==> src/rtl/toggle_cover_pkg.sv <==
// Shared types and helpers for the toggle coverage detector.
package toggle_cover_pkg;

  localparam int MAX_WIDTH = 64;
  localparam int POP_W     = 7;

  typedef enum logic {
    ST_IDLE  = 1'b0,
    ST_ARMED = 1'b1
  } arm_state_e;

  // Width needed to hold a count from 0 up to and including w.
  function automatic int cnt_width(input int w);
    return $clog2(w + 1);
  endfunction

  // Number of set bits in a vector of up to MAX_WIDTH bits.
  function automatic logic [POP_W-1:0] popcount(input logic [MAX_WIDTH-1:0] v);
    logic [POP_W-1:0] c;
    c = '0;
    for (int i = 0; i < MAX_WIDTH; i++) begin
      c = c + POP_W'(v[i]);
    end
    return c;
  endfunction

endpackage

==> src/rtl/toggle_cover_bit.sv <==
// Per-bit toggle cell: remembers the last sample, sticky rise/fall flags,
// and pulses valid once when both directions have been seen.
module toggle_cover_bit (
  input  logic clock,
  input  logic reset,
  input  logic sig,
  input  logic enable,
  input  logic clear,
  input  logic armed,
  output logic valid,
  output logic covered,
  output logic covered_nxt
);

  logic prev_q, prev_d;
  logic rise_seen_q, rise_seen_d;
  logic fall_seen_q, fall_seen_d;
  logic covered_q, covered_d;
  logic valid_q, valid_d;
  logic rise, fall;

  assign rise = sig & ~prev_q;
  assign fall = ~sig & prev_q;

  // Next-state for the cell; clear wins, prev is left alone because the
  // re-arming edge reloads it anyway.
  always_comb begin
    prev_d      = prev_q;
    rise_seen_d = rise_seen_q;
    fall_seen_d = fall_seen_q;
    covered_d   = covered_q;
    valid_d     = 1'b0;
    if (clear) begin
      rise_seen_d = 1'b0;
      fall_seen_d = 1'b0;
      covered_d   = 1'b0;
    end else if (enable) begin
      prev_d = sig;
      if (armed) begin
        rise_seen_d = rise_seen_q | rise;
        fall_seen_d = fall_seen_q | fall;
        valid_d     = ~covered_q & rise_seen_d & fall_seen_d;
        covered_d   = covered_q | valid_d;
      end
    end
  end

  // Cell state registers with asynchronous reset.
  always_ff @(posedge clock or posedge reset) begin
    if (reset) begin
      prev_q      <= 1'b0;
      rise_seen_q <= 1'b0;
      fall_seen_q <= 1'b0;
      covered_q   <= 1'b0;
      valid_q     <= 1'b0;
    end else begin
      prev_q      <= prev_d;
      rise_seen_q <= rise_seen_d;
      fall_seen_q <= fall_seen_d;
      covered_q   <= covered_d;
      valid_q     <= valid_d;
    end
  end

  assign valid       = valid_q;
  assign covered     = covered_q;
  assign covered_nxt = covered_d;

endmodule

==> src/rtl/toggle_cover_detect.sv <==
// Toggle coverage detector: WIDTH toggle cells sharing one arming state,
// plus a registered covered count and all-covered flag.
//
// state    | meaning
// ---------+-----------------------------------------------------------
// ST_IDLE  | after reset/clear; next enabled edge only samples sig
// ST_ARMED | prev holds a valid sample; enabled edges detect toggles
module toggle_cover_detect
  import toggle_cover_pkg::*;
#(
  parameter  int WIDTH = 8,
  localparam int CNT_W = cnt_width(WIDTH)
) (
  input  logic             clock,
  input  logic             reset,
  input  logic [WIDTH-1:0] sig,
  input  logic             enable,
  input  logic             clear,
  output logic [WIDTH-1:0] valid,
  output logic [WIDTH-1:0] covered,
  output logic [CNT_W-1:0] covered_count,
  output logic             all_covered
);

  arm_state_e       state_q, state_d;
  logic             armed;
  logic [WIDTH-1:0] covered_nxt;
  logic [CNT_W-1:0] count_q, count_d;
  logic             all_q, all_d;

  // Arming state register.
  always_ff @(posedge clock or posedge reset) begin
    if (reset) state_q <= ST_IDLE;
    else       state_q <= state_d;
  end

  // Arming next state: clear disarms, any enabled edge arms.
  always_comb begin
    state_d = state_q;
    if (clear)       state_d = ST_IDLE;
    else if (enable) state_d = ST_ARMED;
  end

  // Arming output decode.
  always_comb begin
    armed = (state_q == ST_ARMED);
  end

  for (genvar gi = 0; gi < WIDTH; gi++) begin : g_bit
    toggle_cover_bit u_bit (
      .clock       (clock),
      .reset       (reset),
      .sig         (sig[gi]),
      .enable      (enable),
      .clear       (clear),
      .armed       (armed),
      .valid       (valid[gi]),
      .covered     (covered[gi]),
      .covered_nxt (covered_nxt[gi])
    );
  end

  // Count is taken from the cells' next covered value so it lands on the
  // same edge as covered itself.
  always_comb begin
    count_d = CNT_W'(popcount(MAX_WIDTH'(covered_nxt)));
    all_d   = (count_d == CNT_W'(WIDTH));
  end

  // Registered summary outputs.
  always_ff @(posedge clock or posedge reset) begin
    if (reset) begin
      count_q <= '0;
      all_q   <= 1'b0;
    end else begin
      count_q <= count_d;
      all_q   <= all_d;
    end
  end

  assign covered_count = count_q;
  assign all_covered   = all_q;

endmodule

==> config.mk <==
export PLATFORM = sky130hd
export DESIGN_NAME = toggle_cover_detect
export DESIGN_NICKNAME = d
export VERILOG_FILES = /design/src/rtl/toggle_cover_pkg.sv /design/src/rtl/toggle_cover_bit.sv /design/src/rtl/toggle_cover_detect.sv
export SDC_FILE = /design/constraint.sdc
export NUM_CORES = 1
export LEC_CHECK = 0
export BUFFER_PORTS_ARGS = -buffer_cell sky130_fd_sc_hd__clkbuf_2
export CORE_MARGIN = 2
export CORE_UTILIZATION = 50
export DETAILED_ROUTE_END_ITERATION = 7
export PLACE_DENSITY = 0.74
export SETUP_SLACK_MARGIN = 0.1
export SYNTH_ARGS = -nofsm -noshare
export SYNTH_HDL_FRONTEND = slang
export SYNTH_SLANG_ARGS = --single-unit
==> constraint.sdc <==
create_clock -name clock -period 3.45 [get_ports clock]
set_input_delay 0.345 -clock clock [delete_from_list [all_inputs] [get_ports clock]]
set_output_delay 0.345 -clock clock [all_outputs]
set_load 0.01 [all_outputs]
==> metrics.cfg <==
[worst_setup_path]
worst-setup-path-type = reg2reg
path_cells = and3b_2 > o221ai_2 > mux2_4 > fa_1 > fa_1 > inv_1 > fa_1 > ha_2 > inv_2 > fa_1 > inv_2 > nor4b_4
crit_fanout = 4
crit_buf_inv = 3
worst_path_max_delay_cell = fa_1
startpoint_type = register
path_delay_family = adder cells
crit_path_frequent_cell = fa_1
worst_setup_path_end_kind = register
critical_path_required_ps = 3650
worstPathArrival_ps = 3790
slowest_delay_ps = 490

[job]
cap_violations = 0

[routing]
ant_nets = 0
drc_errors = 0
vias_per_cell = 5.061
first_iter_violations = 108
drt-pass1-iter-count = 4
routedWlPerCell_um = 13.30
via_count = 1402
wl_mm = 3.685

[yosys]
synth_seq_cells = 46
ys.flop_type = dfrtp_1
netlist_area_um2 = 2120
synth-async-reset-ratio = 1.000
yosysSeqAreaShare = 0.5431
synth_nets = 209
syn_avg_cell_area_um2 = 11.16
netlist_instances = 190
synth.distinct_cells = 27
ys_warn_count = 0
synth_edf_count = 0

[timing]
fmax_ghz = 0.2786
timing.final.crit_share = 1.040
rsz0062_at_grt = yes
clock_skew_ps = 7.818
setup_viol = 2
period_needed_ps = 3589
relSlewSlack = 0.6244
max_slew.worst_pin.slew_ps = 563.4
hold_ws_ps = 160.0
hold_viol_final = 0
final-max-slew-violation-count = 0
fin_ws_ps = -139.3

[layout]
area_growth_pct = 17.18
fill_cells = 340
layout-drive-gt1-share = 0.3480
n_antenna_cell = 0
layout.nets = 245

[grt]
grt-ovfl-total = 0
grtUsageTotal = 0.1603
grt_pass1_vias = 1395
antenna_found_initial = 0
grt_pass1_wl_mm = 6.161
grt_max_degree = 47

[placement]
dp_worst_setup_slack_ps = -325.3
portBuffers = 32
gp_congestion = 0.7902
dp_hpwl_mm = 2.629

[clock_network]
clk_latency_ps = 290
cts_max_level = 2
clk_pin_slew_ps = 80
cts_tree = built
clk_path_buf_depth = 2
cts_sinks = 46
cts_buffers = 5
root_buffer = clkbuf_8

[pwr]
p_switching_uw = 251.1
cellPowerDensity_nw_per_um2 = 437.3
p_int_uw = 835.1
p_clk_frac = 0.358
ir_drop_uv = 286.0
p_seq_frac = 0.534
leakagePower_uw = 0.001206
swShare = 0.2312
power_frac_comb = 0.109

[floorplanning]
fp.dieArea_um2 = 4776
core-area_um2 = 4029
initial_utilization = 0.5261
chipWidth_um = 69.11
die_h_um = 69.11
ioPinCount = 33
num_rows = 23

[min_path]
hp-class = in2async

[status]
failed_checks = negative setup slack
status = complete, but fails checks

[synthesized netlist by cell type, drive strengths merged (4+ instances only)]
master  instances  area share
o31ai           5       0.018
o21ai           5       0.012
inv             8       0.014
fa              4       0.038
nand2b          5       0.015
mux2           10       0.053
a21oi          18       0.043
nor3            5       0.012
nor2           25       0.044
buf            20       0.069
nor2b          18       0.053
dfrtp          46        0.54
[registers in the layout, indices dropped and copies added (netlist names)]
signal and count:
all_covered 1, g_bit.u_bit.valid 8, g_bit.u_bit.covered 8, covered_count 4, g_bit.u_bit.fall_seen_q 8, g_bit.u_bit.prev_q 8
armed 1, g_bit.u_bit.rise_seen_q 8
[power groups by stage]
stage                     Sequential [µW]  Clock, µW  Combinational, µW
final                                 580        389                118
after global routing                  583        421                131
after CTS                             580        394                118
after detailed placement              590          0                114
after global placement                588          0                112
after floorplan                       588          0               79.0
[placed cells by master (no fill, tap or decap), drive strengths merged]
master,count
o221ai,2
mux2,10
fa,4
a21oi,18
nand2,2
o22ai,1
dfrtp,46
xnor2,1
nand2b,5
ha,3
and3b,1
nor4b,1
bufinv,1
o21ai,5
nor2b,18
buf,19
clkbuf,39
clkinv,1
nor2,25
and2,1
mux2i,2
o31ai,5
o31a,3
nor3,5
a211oi,2
inv,7
[area by class of cell]
| type | count | area (µm²) | share of cell area |
|---|---|---|---|
| clock buffers | 7 | 76.32 | 0.03073 |
| clock inverters | 1 | 30.03 | 0.01209 |
| inverters | 8 | 30.03 | 0.01209 |
| multi-input cells | 114 | 830.8 | 0.3345 |
| flip-flops and latches | 46 | 1151 | 0.4635 |
| well taps | 50 | 62.56 | 0.02519 |
| repair buffers | 51 | 302.8 | 0.1219 |
[worst paths after layout]
path                       slack (ps)                    endpoint              startpoint  cells after the start
min in group clock                310       g_bit[1].u_bit.prev_q                  sig[1]                      2
setup / recovery                 -140                 all_covered                   armed                     12
setup reg to reg                 -140                 all_covered                   armed                     12
max in group asynchronous        2900  g_bit[4].u_bit.fall_seen_q                   reset                      3
hold reg to reg                   490        g_bit[2].u_bit.valid  g_bit[2].u_bit.covered                      1
hold / removal                    160        g_bit[1].u_bit.valid                   reset                      3
[cells by family (layout without fill, tap and decap cells)]
group | Yosys count | after routing | synth area share
AO/OA/AOI/OAI | 36 | 36 | 0.1086
XOR/XNOR | 1 | 1 | 0.004133
adder cells (fa/ha/maj) | 7 | 7 | 0.05549
buffers and inverters | 30 | 67 | 0.08678
flip-flops | 46 | 46 | 0.5431
multiplexers | 12 | 12 | 0.06258
AND/OR/NAND/NOR | 58 | 58 | 0.1393
[per-layer routing]
| metal | wire (µm) | global-route usage | vias up |
|---|---|---|---|
| li1 | - | - | 696 |
| met1 | 1790 | 0.2276 | 677 |
| met2 | 1731 | 0.2436 | 24 |
| met3 | 117 | 0.03801 | 5 |
| met4 | 44 | 0.05229 | 0 |
| met5 | 0 | 0 | - |
[metrics by stage]
stage,util,TNS (ps),cell area [µm²],std cells,power [µW]
6_report,0.6165,-155.9,2484,277,1086
5_1_grt,0.6165,-584.3,2484,277,1136
4_1_cts,0.6087,-128.8,2452,274,1092
3_5_place_dp,0.5724,-577.1,2306,264,704.0
3_3_place_gp,0.5724,-373.8,2306,264,700.0
2_1_floorplan,-,-284.4,2136,190,666.6
[tightest hold or removal path, stage by stage]
cell      delay [ps]
clkbuf_2          80
clkinv_1          30
buf_4            460
[timing repair]
action	4_1_cts	5_1_grt
hold buffers	0	0
pin swaps	3	1
buffers inserted	2	3
endpoints found under the setup margin	3	3
gates cloned	0	0
gates resized for setup	7	1
endpoints found under the hold margin	0	0
Note: power is estimated with default switching activity, not from simulation.
